$ cat config.mk
export PLATFORM = sky130hd
export DESIGN_NAME = timekeeper
export DESIGN_NICKNAME = d
export VERILOG_FILES = /design/src/rtl/timekeeper.sv
export SDC_FILE = /design/constraint.sdc
export NUM_CORES = 1
export LEC_CHECK = 0
export BUFFER_PORTS_ARGS = -buffer_cell sky130_fd_sc_hd__buf_4
export CORE_ASPECT_RATIO = 0.9
export CORE_MARGIN = 2
export CORE_UTILIZATION = 45
export DETAILED_ROUTE_END_ITERATION = 8
export GPL_TIMING_DRIVEN = 0
export PLACE_DENSITY = 0.77
export SYNTH_ARGS = -nofsm -noshare
export SYNTH_HDL_FRONTEND = slang
export SYNTH_SLANG_ARGS = --single-unit
$ cat constraint.sdc
create_clock -name clock -period 1.8 [get_ports clock]
set_input_delay 0.45 -clock clock [delete_from_list [all_inputs] [get_ports clock]]
set_output_delay 0.45 -clock clock [all_outputs]
set_load 0.1 [all_outputs]
$ cat src/rtl/timekeeper.sv
// -----------------------------------------------------------------------------
// timekeeper
//
// Time-of-day counter (HH:MM:SS, 24-hour) held directly in BCD. A slow tick
// from an external divider is prescaled to seconds; two push buttons let the
// user set minutes and hours. All three inputs are asynchronous to the clock
// and are synchronized and edge-detected before use.
//
// Parameters
//   TICKS_PER_SEC  tick_in rising edges per second (1..255)
//
// Ports
//   clock      in   system clock, all state changes on its rising edge
//   reset_n    in   asynchronous active-low reset
//   tick_in    in   slow square wave, one tick per rising edge (async)
//   inc_min    in   minute-set button, one increment per 0->1 (async)
//   inc_hour   in   hour-set button, one increment per 0->1 (async)
//   sec_bcd    out  seconds, two BCD digits 00..59
//   min_bcd    out  minutes, two BCD digits 00..59
//   hour_bcd   out  hours, two BCD digits 00..23
//   sec_pulse  out  one-cycle strobe after seconds advance from a tick carry
//
// There is no handshake on this block: inputs are level signals sampled every
// clock, outputs are plain registers that are always valid.
// -----------------------------------------------------------------------------
module timekeeper #(
   parameter int unsigned TICKS_PER_SEC = 100
) (
   input  logic       clock,
   input  logic       reset_n,
   input  logic       tick_in,
   input  logic       inc_min,
   input  logic       inc_hour,
   output logic [7:0] sec_bcd,
   output logic [7:0] min_bcd,
   output logic [7:0] hour_bcd,
   output logic       sec_pulse
);

   localparam logic [7:0] PRESC_LAST = 8'(TICKS_PER_SEC - 1);

   // [0] and [1] form the two-flop synchronizer, [2] is the edge-detect flop.
   logic [2:0] tick_sync;
   logic [2:0] min_sync;
   logic [2:0] hour_sync;

   logic [7:0] prescaler;

   logic tick_rise;
   logic min_rise;
   logic hour_rise;
   logic sec_carry;
   logic min_carry;
   logic hour_carry;

   // Advance a two-digit BCD value by one, wrapping from 'last' to 00.
   function automatic logic [7:0] bcd_inc(input logic [7:0] v,
                                          input logic [7:0] last);
      logic [7:0] r;
      if (v == last)
         r = 8'h00;
      else if (v[3:0] == 4'h9)
         r = {v[7:4] + 4'h1, 4'h0};
      else
         r = {v[7:4], v[3:0] + 4'h1};
      return r;
   endfunction

   assign tick_rise = tick_sync[1] & ~tick_sync[2];
   assign min_rise  = min_sync[1]  & ~min_sync[2];
   assign hour_rise = hour_sync[1] & ~hour_sync[2];

   assign sec_carry  = tick_rise & (prescaler == PRESC_LAST);
   // A minute-set press clears the seconds, so it swallows any carry
   // that arrives in the same cycle; minutes then advance only once.
   assign min_carry  = sec_carry & (sec_bcd == 8'h59) & ~min_rise;
   assign hour_carry = min_carry & (min_bcd == 8'h59);

   always_ff @(posedge clock or negedge reset_n) begin
      if (!reset_n) begin
         // Synchronizers preset high: an input already high at release
         // must not look like a fresh rising edge.
         tick_sync <= 3'b111;
         min_sync  <= 3'b111;
         hour_sync <= 3'b111;
         prescaler <= 8'h00;
         sec_bcd   <= 8'h00;
         min_bcd   <= 8'h00;
         hour_bcd  <= 8'h00;
         sec_pulse <= 1'b0;
      end else begin
         tick_sync <= {tick_sync[1:0], tick_in};
         min_sync  <= {min_sync[1:0],  inc_min};
         hour_sync <= {hour_sync[1:0], inc_hour};

         sec_pulse <= sec_carry & ~min_rise;

         if (min_rise) begin
            prescaler <= 8'h00;
            sec_bcd   <= 8'h00;
            min_bcd   <= bcd_inc(min_bcd, 8'h59);
         end else if (tick_rise) begin
            if (sec_carry) begin
               prescaler <= 8'h00;
               sec_bcd   <= bcd_inc(sec_bcd, 8'h59);
               if (min_carry)
                  min_bcd <= bcd_inc(min_bcd, 8'h59);
            end else begin
               prescaler <= prescaler + 8'h01;
            end
         end

         // A button press and a carry in the same cycle still count once.
         if (hour_rise | hour_carry)
            hour_bcd <= bcd_inc(hour_bcd, 8'h23);
      end
   end

endmodule

**Word level (Yosys, flattened, before mapping)**

Cells that the tools add are included.

- Add/subtract/negate cells: 7
- Eq/ne operators: 7
- Muxes and demuxes: 16
- Bitwise operators: 13
- Reduce and logical (&&, ||, !) cells: 9

Operator list:

| operator | number |
|---|---|
| 2-to-1 mux 8 bit | 16 |
| adder 4 x 1 -> 4 bit (second input constant) | 6 |
| == test 8 x 7 -> 1 bit (second input constant) | 3 |
| == test 4 bit (second input constant) | 3 |
| adder 8 x 1 -> 8 bit (second input constant) | 1 |
| bitwise AND 1 bit | 8 |
| == test 8 x 6 -> 1 bit (second input constant) | 1 |
| nonzero test 2 bit | 4 |
| AND reduction 3 bit | 2 |
| inverter 1 bit | 4 |
| AND reduction 2 bit | 2 |
| nonzero test 3 bit | 1 |
| OR 1 bit | 1 |

- Register bits after elaboration: 42
- Bits of input ports: 5
- Output and inout bits: 25
- Word-level logic and storage cells: 62

**Longest topological paths before layout**

- Depth in word-level cells: 9
- Depth in mapped cells: 9
- Mapped depth without buffers: 7

**Least setup slack after synthesis**

Ideal clock, no wire load.

- Kind: flip-flop to flip-flop
- Start point: register min_bcd[0]
- End point: register hour_bcd[3]
- Setup time: 0.126 ns
- Data arrival time: 2.404 ns
- Slack: -0.730 ns
- Stages on the path, launching flop included: 9
- Period minus slack after synthesis: 2.530 ns
- Path through: dfrtp_1 ha_1 and3b_1 buf_6 and4_1 a22o_1 buf_6 o21ai_2 a221o_1

- Cells in the longest elaborated chain, start to end: 3

Ends and longest elaborated chain:

| item | RTL line | source |
|---|---|---|
| start, declared | 35 | `output logic [7:0] min_bcd,` |
| start signal, assigned | 101 | `min_bcd <= bcd_inc(min_bcd, 8'h59);` |
| start signal, assigned | 107 | `min_bcd <= bcd_inc(min_bcd, 8'h59);` |
| == test 8 x 7 -> 1 bit | 77 | `assign hour_carry = min_carry & (min_bcd == 8'h59);` |
| bitwise AND 1 bit | 77 |  |
| OR 1 bit | 114 | `if (hour_rise \| hour_carry)` |
| end signal, assigned | 115 | `hour_bcd <= bcd_inc(hour_bcd, 8'h23);` |
| end, declared | 36 | `output logic [7:0] hour_bcd,` |

Every way passes these cells.
A chain may end at the register's enable or synchronous reset.

**Worst setup path in the final report**

- Start point: register hour_bcd[4]
- End point: register hour_bcd[3]

- Cells in the longest elaborated chain, start to end: 2

Ends and longest elaborated chain:

| item | RTL line | source |
|---|---|---|
| == test 8 x 6 -> 1 bit | 60 | `if (v == last)` |
| 2-to-1 mux 8 bit | 60 |  |

Every way passes these cells.

==> results.ini <==
[clocking]
clock_latency_ps = 310
numCtsBuffers = 5
htree_levels = 2
cts_sinks = 42
cts_tree = done
root_buffer = clkbuf_8
cts_max_path_buffers = 2
path_clk_slew_ps = 90

[critical_path]
crit_chain = inv_4 > ha_4 > nand2_2 > or4_4 > a21oi_4 > o21ai_2 > a221o_1
cp.arrival_ps = 2130
crit_buf_inv = 1
endpoint_kind = flip-flop
critPathRequiredTime_ps = 2000
cp_top_family = compound AO/OA/AOI/OAI gates
critPathMaxFanout = 6
startpoint_type = flip-flop
slowest_stage = dfrtp_4
critPathKind = reg -> reg
slowest_delay_ps = 500

[timing]
fin_crit_sh = 1.08
setup_slack_ps = -135
timing.final.hold_violations = 0
setup_violations = 8
period_minus_slack_ps = 1940
finalSetupTns_ps = -485
final_max_slew_viol_count = 0
fin_skew_ps = 9.88
slew_headroom = 0.646
tightest_slew_ps = 531
rsz0062_at_grt = true
fmax_ghz = 0.517

[power_and_ir_drop]
intPower_mw = 2.31
pwr-share-comb = 0.465
p_switching_mw = 1.89
power.density_mw_per_mm2 = 1460
seqPwrFrac = 0.321
max-vdd-ir-drop_v = 0.000833
p_clk_frac = 0.214
switching_share = 0.450
leakage_nw = 1.32

[logic_synthesis]
syn_area_mm2 = 0.00208
avgSynthCellArea_um2 = 10.9
synthArstFlopShare = 1.00
synth.distinct_cells = 52
synth_warnings = 0
seq_area_frac_synth = 0.511
synth_top_cell_by_area = dfrtp_1
synthCells = 191
synth_ff_type = dfrtp_1
synth_fp_nets = 207
yosys.area.top_type_share = 0.397
synth_edf_count = 0
synth.area.top_cells = dfrtp_1 40%, dfstp_2 11%, ha_1 6.6%
ys_seq_elements = 42

[status]
violations = setup timing
status = finished with violations

[die]
die_h_um = 68.5
coreArea_mm2 = 0.00446
die-width_um = 75.7
dieArea_mm2 = 0.00518
start_util = 0.466
io_pins = 30
rows = 23

[drt]
viasPerCell = 5.24
dr_total_vias = 1645
drt_pass1_iterations = 4
wire_per_inst_um = 14.6
drt_wl_total_mm = 4.60
drt-initial-drc-count = 74
drc = 0
antenna_left = 0

[finish]
final_nets = 267
antennaDiodeCount = 0
drive_above_1_share = 0.524
final_core_utilization = 0.643
syn2layout_area_growth_pct = 37.8

[global_routing]
grt-ovfl-total = 0
grt_util_all_layers = 0.181
grt_pass1_wl_mm = 6.83
grt_pass1_vias = 1462
antenna_found_initial = 0
grt_start_max_net_pins = 43

[placement]
portBuffers = 29
gp_congestion = 0.804
post-place-ws_ps = -204
hpwl_mm = 2.65

[worst_hold_path]
hold_path_class = in -> async

[flow_run]
drv_cap = 0

cell usage in the layout (no fill, tap or decap), drive strengths merged, types with 3 or more instances in the layout:
cell type and instances:
inv 7, o21ai 11, dfstp 9, nor2 14
nor3b 3, buf 56, xnor2 4, ha 11
and3 6, dfrtp 33, nor2b 4, a21oi 7
nand2 19, mux2 3, clkbuf 7, nand2b 4
xor2 6, and3b 3, nand3 9, a21o 3
layer usage:
layer / vias up / global-route usage / wire, um / share of wire
met1: 804 / 0.230 / 2030 / 0.44
li1: 792 / - / - / -
met3: 9 / 0.0654 / 219 / 0.048
met4: 0 / 0.0811 / 93 / 0.020
met2: 40 / 0.277 / 2250 / 0.49
met5: - / 0 / 0 / 0
sequential cells by signal, summed over array words and instances, names as in the netlist:
signal	cells
hour_bcd	8
hour_sync	3
min_bcd	8
min_sync	3
prescaler	8
sec_bcd	8
sec_pulse	1
tick_sync	3
synth_stat cells, types with 2 or more instances:
| library cell | number |
|---|---|
| o21ai_0 | 10 |
| xnor2_1 | 4 |
| and4bb_1 | 2 |
| buf_6 | 2 |
| nor2_1 | 14 |
| nor3_1 | 2 |
| and3_2 | 2 |
| and3_1 | 4 |
| dfstp_2 | 9 |
| nand2b_1 | 4 |
| inv_1 | 7 |
| nand2_1 | 19 |
| nand3_1 | 9 |
| nor2b_1 | 4 |
| xor2_1 | 6 |
| mux2i_1 | 2 |
| a21oi_2 | 2 |
| and3b_2 | 2 |
| nor3b_1 | 2 |
| or4_1 | 2 |
| dfrtp_1 | 33 |
| o2111ai_1 | 2 |
| a21o_1 | 3 |
| mux2_2 | 2 |
| a21oi_1 | 5 |
| and2_1 | 2 |
| ha_1 | 11 |
logic make-up after synthesis:
group	share of synthesized area
buf+inv	0.0313
fa+ha+maj	0.0661
mux	0.0277
xor+xnor	0.0421
simple gates	0.216
flops	0.511
compound gates	0.106
per-stage QoR:
step / area (um^2) / hold WS [ps] / std cells / power, mW
2_1_floorplan: 2170 / 154 / 191 / 2.67
3_3_place_gp: 2460 / 347 / 282 / 2.98
3_5_place_dp: 2460 / 347 / 282 / 3.02
4_1_cts: 2750 / 125 / 304 / 4.05
5_1_grt: 2870 / 146 / 314 / 4.39
6_report: 2870 / 110 / 314 / 4.20
what timing repair did:
action | 4_1_cts | 5_1_grt
setup endpoints to repair | 13 | 20
endpoints found under the hold margin | 0 | 0
cloned | 0 | 0
pin swaps | 4 | 6
hold buffers | 0 | 0
resized for setup | 10 | 18
setup buffers | 14 | 11
power by group through the flow:
stage,clock [mW],combinational [mW],sequential (mW)
floorplan,0,0.414,2.25
global placement,0,1.61,1.37
detailed placement,0,1.64,1.38
CTS,0.921,1.80,1.34
global route,0.964,2.06,1.37
finish,0.898,1.95,1.35
final timing paths:
check                                   startpoint                      end  slack (ps)  cells past startpoint
min reg2reg                 hour_sync[0]$_DFF_PN1_   hour_sync[1]$_DFF_PN1_         350                      0
max                        hour_bcd[4]$_DFFE_PN0P_  hour_bcd[3]$_DFFE_PN0P_        -140                      7
min in group clock                        inc_hour   hour_sync[0]$_DFF_PN1_         250                      1
max in group asynchronous                  reset_n   sec_bcd[3]$_DFFE_PN0P_        1260                      1
min                                        reset_n  hour_bcd[0]$_DFFE_PN0P_         110                      1
max reg2reg                hour_bcd[4]$_DFFE_PN0P_  hour_bcd[3]$_DFFE_PN0P_        -140                      7
area by class of cell:
cell class / instances / area [um^2]
clock inverter: 3 / 68.8
sequential: 42 / 1130
inverter: 7 / 28.8
timing repair buffer: 54 / 409
clock buffer: 5 / 68.8
fill: 357 / 1590
buffer: 4 / 35.0
multi-input combinational: 137 / 1050
tap: 62 / 77.6
No activity file was read; power rests on OpenSTA's default activity.
